### src/rtl/hazard_stall_ctrl.sv
// hazard_stall_ctrl: pipeline hazard and data-cache miss stall controller.
// Detects load-use hazards (bubble insertion), gates branch flushes, and
// sequences a blocking data-cache miss through IDLE -> MISS_REQ ->
// MISS_WAIT -> REFILL while holding the global stall.
// A sticky timeout flag sets after TIMEOUT cycles spent in MISS_WAIT.
// Optional feature: define STALL_CTRL_PERF_CNT_EN to add saturating
// stall-cycle and load-use bubble counters (stall_cycles_o, loaduse_cnt_o).
//
// Output priority, highest first:
//   stall_o      -> pcwrite/ifid_write held at 1, no bubble, no flush
//   load-use     -> pcwrite/ifid_write = 0, bubble = 1, no flush
//   otherwise    -> ifid_flush_o follows branch_taken_i
// mem_req_o is a single-cycle pulse while in MISS_REQ; mem_ack_i is only
// honoured in MISS_WAIT.
module hazard_stall_ctrl #(
    parameter int TIMEOUT = 15
) (
    input  logic       clk_i,
    input  logic       rst_i,
    input  logic       start_i,
    input  logic       idex_memread_i,
    input  logic [4:0] idex_rt_i,
    input  logic [4:0] ifid_rs_i,
    input  logic [4:0] ifid_rt_i,
    input  logic       branch_taken_i,
    input  logic       dcache_req_i,
    input  logic       dcache_hit_i,
    input  logic       mem_ack_i,
    output logic       pcwrite_o,
    output logic       ifid_write_o,
    output logic       idex_bubble_o,
    output logic       ifid_flush_o,
    output logic       stall_o,
    output logic       mem_req_o,
    output logic       timeout_o,
    output logic [1:0] dbg_state_o
`ifdef STALL_CTRL_PERF_CNT_EN
    ,
    output logic [31:0] stall_cycles_o,
    output logic [31:0] loaduse_cnt_o
`endif
);

    localparam int CW = (TIMEOUT < 1) ? 1 : $clog2(TIMEOUT + 1);
    localparam logic [CW-1:0] TO_MAX = CW'(TIMEOUT);

    typedef enum logic [1:0] {
        IDLE      = 2'd0,
        MISS_REQ  = 2'd1,
        MISS_WAIT = 2'd2,
        REFILL    = 2'd3
    } state_t;

    state_t        state_q, state_d;
    logic [CW-1:0] cnt_q, cnt_d;
    logic          timeout_q, timeout_d;
    logic          miss_start;
    logic          load_use;

    assign miss_start  = start_i && dcache_req_i && !dcache_hit_i;
    assign load_use    = idex_memread_i && (idex_rt_i != 5'd0) &&
                         ((idex_rt_i == ifid_rs_i) || (idex_rt_i == ifid_rt_i));
    assign dbg_state_o = state_q;

    // State, wait counter and sticky timeout registers.
    always_ff @(posedge clk_i or negedge rst_i) begin
        if (!rst_i) begin
            state_q   <= IDLE;
            cnt_q     <= '0;
            timeout_q <= 1'b0;
        end else begin
            state_q   <= state_d;
            cnt_q     <= cnt_d;
            timeout_q <= timeout_d;
        end
    end

    // Next state, saturating wait counter and timeout detection.
    always_comb begin
        state_d   = state_q;
        cnt_d     = cnt_q;
        timeout_d = timeout_q;
        mem_req_o = 1'b0;
        case (state_q)
            IDLE: begin
                if (miss_start) state_d = MISS_REQ;
            end
            MISS_REQ: begin
                mem_req_o = 1'b1;
                cnt_d     = '0;
                state_d   = MISS_WAIT;
            end
            MISS_WAIT: begin
                // cnt_d counts this cycle, so the flag rises during the
                // TIMEOUT-th wait cycle rather than one cycle later.
                cnt_d = (cnt_q == TO_MAX) ? cnt_q : cnt_q + CW'(1);
                if (cnt_d == TO_MAX) timeout_d = 1'b1;
                if (mem_ack_i) state_d = REFILL;
            end
            REFILL: begin
                state_d = IDLE;
            end
            default: begin
                state_d = IDLE;
            end
        endcase
    end

    assign timeout_o = timeout_q || ((state_q == MISS_WAIT) && (cnt_d == TO_MAX));

    // Pipeline control outputs with stall > load-use > branch priority.
    always_comb begin
        stall_o       = (state_q != IDLE) || miss_start;
        pcwrite_o     = 1'b1;
        ifid_write_o  = 1'b1;
        idex_bubble_o = 1'b0;
        ifid_flush_o  = 1'b0;
        if (!stall_o) begin
            if (load_use) begin
                pcwrite_o     = 1'b0;
                ifid_write_o  = 1'b0;
                idex_bubble_o = 1'b1;
            end else begin
                ifid_flush_o = branch_taken_i;
            end
        end
    end

`ifdef STALL_CTRL_PERF_CNT_EN
    logic [31:0] stall_cycles_q;
    logic [31:0] loaduse_cnt_q;

    // Saturating performance counters.
    always_ff @(posedge clk_i or negedge rst_i) begin
        if (!rst_i) begin
            stall_cycles_q <= '0;
            loaduse_cnt_q  <= '0;
        end else begin
            if (stall_o && (stall_cycles_q != 32'hFFFF_FFFF))
                stall_cycles_q <= stall_cycles_q + 32'd1;
            if (idex_bubble_o && (loaduse_cnt_q != 32'hFFFF_FFFF))
                loaduse_cnt_q <= loaduse_cnt_q + 32'd1;
        end
    end

    assign stall_cycles_o = stall_cycles_q;
    assign loaduse_cnt_o  = loaduse_cnt_q;
`endif

endmodule

### config.mk
export PLATFORM = sky130hd
export DESIGN_NAME = hazard_stall_ctrl
export DESIGN_NICKNAME = d
export VERILOG_FILES = /design/src/rtl/hazard_stall_ctrl.sv
export SDC_FILE = /design/constraint.sdc
export NUM_CORES = 1
export LEC_CHECK = 0
export CORE_MARGIN = 2
export CORE_UTILIZATION = 30
export DETAILED_ROUTE_END_ITERATION = 12
export HOLD_SLACK_MARGIN = 0.1
export PLACE_DENSITY_LB_ADDON = 0.2
export RECOVER_POWER = 100
export SKIP_LAST_GASP = 1
export SLEW_MARGIN = 5
export SYNTH_ARGS = -nofsm -noshare
export SYNTH_HDL_FRONTEND = slang
export SYNTH_SLANG_ARGS = --single-unit
### constraint.sdc
create_clock -name clk_i -period 2.9 [get_ports clk_i]
set_input_delay 0.58 -clock clk_i [delete_from_list [all_inputs] [get_ports clk_i]]
set_output_delay 0.58 -clock clk_i [all_outputs]
set_load 0.02 [all_outputs]
Yosys cells after proc, flatten, opt, wreduce, memory -nomap -nowiden
Cells that the tools add are included.
{ "totals": {"romBits": 0, "register_bits": 7, "inputBits": 23, "latch_bits": 0, "n_memories": 0, "ramBits": 0, "output_inout_bits": 9} }
{ "op_classes": {"reduce_logical": 14, "mul": 0, "addsub": 1, "div": 0, "shift": 0, "n_mux": 12, "bitwise_logic": 0, "magnitude_cmp": 0, "n_eq_ne": 10} }
{ "op_table": {"columns": ["operator", "n"], "rows": [
  ["4-bit == test, second input constant", 3],
  ["5-bit == test", 2],
  ["2-bit case mux with 4 select lines", 1],
  ["4-bit case mux with 2 select lines", 1],
  ["1-bit 2-to-1 mux", 7],
  ["1-bit logical AND", 5],
  ["5-bit nonzero test", 1],
  ["4-bit by 1-bit adder with 4-bit output, second input constant", 1],
  ["2-bit == test, second input constant", 2],
  ["2-bit 2-to-1 mux", 2],
  ["4-bit 2-to-1 mux", 1],
  ["2-bit != test, second input constant", 2],
  ["2-bit AND reduction", 2],
  ["1-bit logical OR", 3],
  ["2-bit by 1-bit == test with 1-bit output, second input constant", 1],
  ["2-bit zero test", 1],
  ["2-bit nonzero test", 1],
  ["1-bit zero test", 1]
]} }

Depth between registers and ports, before layout
{ "logic_depth": {"ltp_word": 6, "depth_mapped": 7, "ltp_nobuf": 6} }

Least setup slack after synthesis
No wires, ideal clock.
{ "synth_path": {"path_kind": "input-to-output", "startpoint": "input idex_rt_i[1]", "endpoint": "output pcwrite_o", "t_arrival_ns": 1.682, "stages": 4, "required_ns": 2.320, "path_slack_ns": 0.638, "cell_sequence": "or4_1 -> o21a_1 -> nand3_1 -> buf_4"} }
{ "synth_between": {"elab_chain_len": 5, "word_cells_on_any_way": 8, "cone_classes": "2 x eq/ne; 2 x mux; 4 x reduce/logical"} }
{ "synth_lines": {"columns": ["item", "line", "source"], "rows": [
  ["start, declared", "22", "input logic [4:0] idex_rt_i,"],
  ["5-bit == test or 5-bit nonzero test (tied branches)", "62, 61", null],
  ["1-bit logical OR or 1-bit logical AND (tied branches)", "62, 61", null],
  ["1-bit logical AND (*)", "61", "assign load_use = idex_memread_i && (idex_rt_i != 5'd0) &&"],
  ["1-bit 2-to-1 mux (*) (2 in a row)", null, null],
  ["end, declared", "29", "output logic pcwrite_o,"]
]} }
Every way passes the cells marked *; elsewhere a longest branch is shown, timed or not.

Worst setup path in the final report
{ "layout_path": {"startpoint": "input idex_rt_i[1]", "endpoint": "output idex_bubble_o"} }
{ "layout_between": {"elab_chain_len": 5, "word_cells_on_any_way": 8, "cone_classes": "2 x eq/ne; 2 x mux; 4 x reduce/logical"} }
{ "layout_lines": {"columns": ["item", "line", "source"], "rows": [
  ["5-bit == test or 5-bit nonzero test (tied branches)", "62, 61", null],
  ["1-bit logical OR or 1-bit logical AND (tied branches)", "62, 61", null],
  ["1-bit logical AND (*)", "61", null],
  ["1-bit 2-to-1 mux (*)", "119", "if (load_use) begin"],
  ["1-bit 2-to-1 mux (*)", "118", "if (!stall_o) begin"],
  ["end, declared", "31", "output logic idex_bubble_o,"]
]} }
Marks and branches as above.

==> impl_metrics.json <==
{
  "status": "completed",
  "grt_max_degree": 9,
  "wirelength_um": 1680,
  "post-route-cell-area_sq_um": 1050,
  "cts_setup_buffers": 0,
  "required_ns": 2.32,
  "arrival_ns": 2.18,
  "placed_cell_area_sq_um": 1030,
  "clockRootBuffer": "clkbuf_4",
  "tightestPinTransition_ns": 0.319,
  "dieHeight_um": 50.7,
  "seq_area_frac_synth_pct": 26.8,
  "dr.pass1.iters": 4,
  "final_layout_size_suffix_gt1_share_pct": 9.40,
  "n_antenna_cell": 0,
  "rsz0062_at_grt": "no",
  "fmax_ghz": 0.362,
  "crit_path_end_kind": "output pin",
  "path_clk_slew_ns": 0.05,
  "slowest_delay_ns": 0.51,
  "setup_tns_ns": 0,
  "yosys_warnings": 0,
  "fin_util_pct": 52.4,
  "synth_ff_type": "dfrtp_1",
  "synth.avg_cell_area_sq_um": 8.28,
  "synthArstFlopShare_pct": 100,
  "crit_path_max_fanout": 3,
  "leakagePower_nw": 0.461,
  "start_kind": "primary input",
  "drc": 0,
  "drt-initial-drc-count": 14,
  "dp_hpwl_um": 1380,
  "syn-cell-area_sq_um": 654,
  "hp-class": "register to register",
  "fin_crit_sh_pct": 95.2,
  "die-area_sq_um": 2570,
  "io_buffer_count": 31,
  "cts_buffers": 3,
  "multiInputGateArea_sq_um": 432,
  "grt_pass1_vias": 647,
  "ys_seq_elements": 7,
  "clock_skew_ns": 0.00333,
  "grt.overflow.total": 0,
  "h-tree-depth": 1,
  "slew_headroom_pct": 78.7,
  "period_needed_ns": 2.76,
  "wl_per_cell_um": 11.6,
  "ctsResizeCount": 6,
  "cts_tree": "done",
  "cellPowerDensity_nw_per_um2": 654,
  "vias_per_cell": 4.80,
  "rows": 16,
  "antenna_found_initial": 0,
  "detail-route-antenna-nets": 0,
  "cap_violations": 0,
  "setup_violations": 0,
  "fin_nets": 146,
  "vdd_drop_max_mv": 0.412,
  "io_pins": 32,
  "slew_violations": 0,
  "start_util_pct": 32.7,
  "cpMaxStageDelayCell": "or4_1",
  "num-fill-cells": 190,
  "die_x_um": 50.7,
  "areaGrowthSynthToFinish_pct": 60.4,
  "coreArea_sq_um": 2000,
  "cts.sinks": 7,
  "grt_util_all_layers_pct": 13.8,
  "crit_chain": "clkdlybuf4s50_1 > or4_1 > o21a_1 > and3_1 > dlygate4sd2_1",
  "finalHoldViolCount": 0,
  "synth_nets": 107,
  "dr_total_vias": 691,
  "cp_top_family": "buffers and inverters",
  "cts_max_path_buffers": 2,
  "worstSetupPathType": "primary input to output pin",
  "path_buf_inv": 2,
  "seq_area_sq_um": 175,
  "place.gp.congestion": 0.850,
  "syn-instance-count": 79,
  "cts_hold_buf": 0,
  "synth.distinct_cells": 25,
  "clock_latency_ns": 0.26,
  "synth-edff-count": 0,
  "grt_pass1_wl_um": 2730
}
==> logic make-up after synthesis <==
logic type	after synthesis	synth area share, %
AO/OA/AOI/OAI	21	21.8
XOR/XNOR	10	13.4
adder cells (fa/ha/maj)	5	9.56
buffers and inverters	11	7.26
flip-flops	7	26.8
multiplexers	3	4.59
AND/OR/NAND/NOR	22	16.6
==> cell usage in the layout (no fill, tap or decap) <==
| cell type | count |
|---|---|
| mux2i_1 | 3 |
| o32a_1 | 1 |
| a22o_1 | 2 |
| clkbuf_1 | 1 |
| a31o_2 | 1 |
| a21oi_1 | 5 |
| dlygate4sd3_1 | 6 |
| inv_1 | 7 |
| o41ai_1 | 1 |
| or4_1 | 1 |
| clkdlybuf4s50_1 | 20 |
| a31oi_1 | 1 |
| o22ai_1 | 1 |
| dfrtp_1 | 7 |
| and3_1 | 2 |
| o31ai_1 | 1 |
| nand2_1 | 8 |
| nand3_1 | 8 |
| a41o_1 | 1 |
| dlygate4sd2_1 | 5 |
| clkbuf_4 | 3 |
| nand2b_1 | 3 |
| o21ai_0 | 4 |
| buf_4 | 7 |
| ha_1 | 5 |
| xnor2_1 | 10 |
| o21a_1 | 3 |
==> where the power goes <==
part | total (W) | switching, W | internal, W
sequential | 0.000145 | 0.0000217 | 0.000123
clock | 0.0000885 | 0.0000360 | 0.0000525
combinational | 0.000453 | 0.000240 | 0.000213
total | 0.000687 | 0.000298 | 0.000389
==> cell type report <==
cell class	count	share of cell area (%)
multi-input cells	61	41.1
clock buffers	4	2.50
inverters	7	2.50
well taps	27	3.22
repair buffers	38	34.0
flip-flops and latches	7	16.7
==> state kept, by name, summed over array words and instances (netlist names) <==
register     cells
cnt_q            4
dbg_state_o      2
timeout_q        1
==> per-layer routing <==
layer  track usage (%)  up-vias  share of wire, %
met5                 0        -                 0
met4              6.31        0               1.3
met3              3.87        3               9.0
met2              20.6       37                41
met1              18.4      296                49
li1                  -      355                 -
==> synthesized netlist by cell type (2+ instances only) <==
cell type | count | area, sq um
inv_1 | 7 | 26.3
a22o_1 | 2 | 17.5
nand2b_1 | 3 | 18.8
and3_1 | 2 | 12.5
o21ai_0 | 4 | 20.0
xnor2_1 | 10 | 87.6
ha_1 | 5 | 62.6
nand2_1 | 8 | 30.0
a21oi_1 | 5 | 25.0
dfrtp_1 | 7 | 175
nand3_1 | 8 | 40.0
o21a_1 | 3 | 22.5
mux2i_1 | 3 | 30.0
==> per-stage QoR <==
stage	std cells	hold slack, ns	setup WS, ns	total power (W)
after floorplan	79	0.284	0.638	0.000430
after global placement	140	0.462	-0.137	0.000608
after detailed placement	140	0.457	-0.140	0.000617
after CTS	144	0.472	0.125	0.000711
after global routing	144	0.498	0.0437	0.000750
final	144	0.473	0.139	0.000687
==> worst reg2reg max path, stage by stage, from the launching register on <==
cell	delay (ns)
dfrtp_1	0.38
inv_1	0.10
ha_1	0.43
inv_1	0.09
buf_4	0.15
o21a_1	0.17
a21oi_1	0.11
==> path summary, 6_finish.rpt <==
kind | from | end | slack [ns] | cells after the start
max in group asynchronous | rst_i | cnt_q[3] | 2.01 | 1
setup / recovery | idex_rt_i[1] | idex_bubble_o | 0.14 | 5
hold reg to reg | timeout_q | timeout_q | 0.47 | 1
setup reg to reg | dbg_state_o[0] | cnt_q[3] | 1.38 | 6
min in group asynchronous | rst_i | cnt_q[1] | 0.65 | 1
hold / removal | timeout_q | timeout_q | 0.47 | 1
Power figures use the tool's default switching activity.
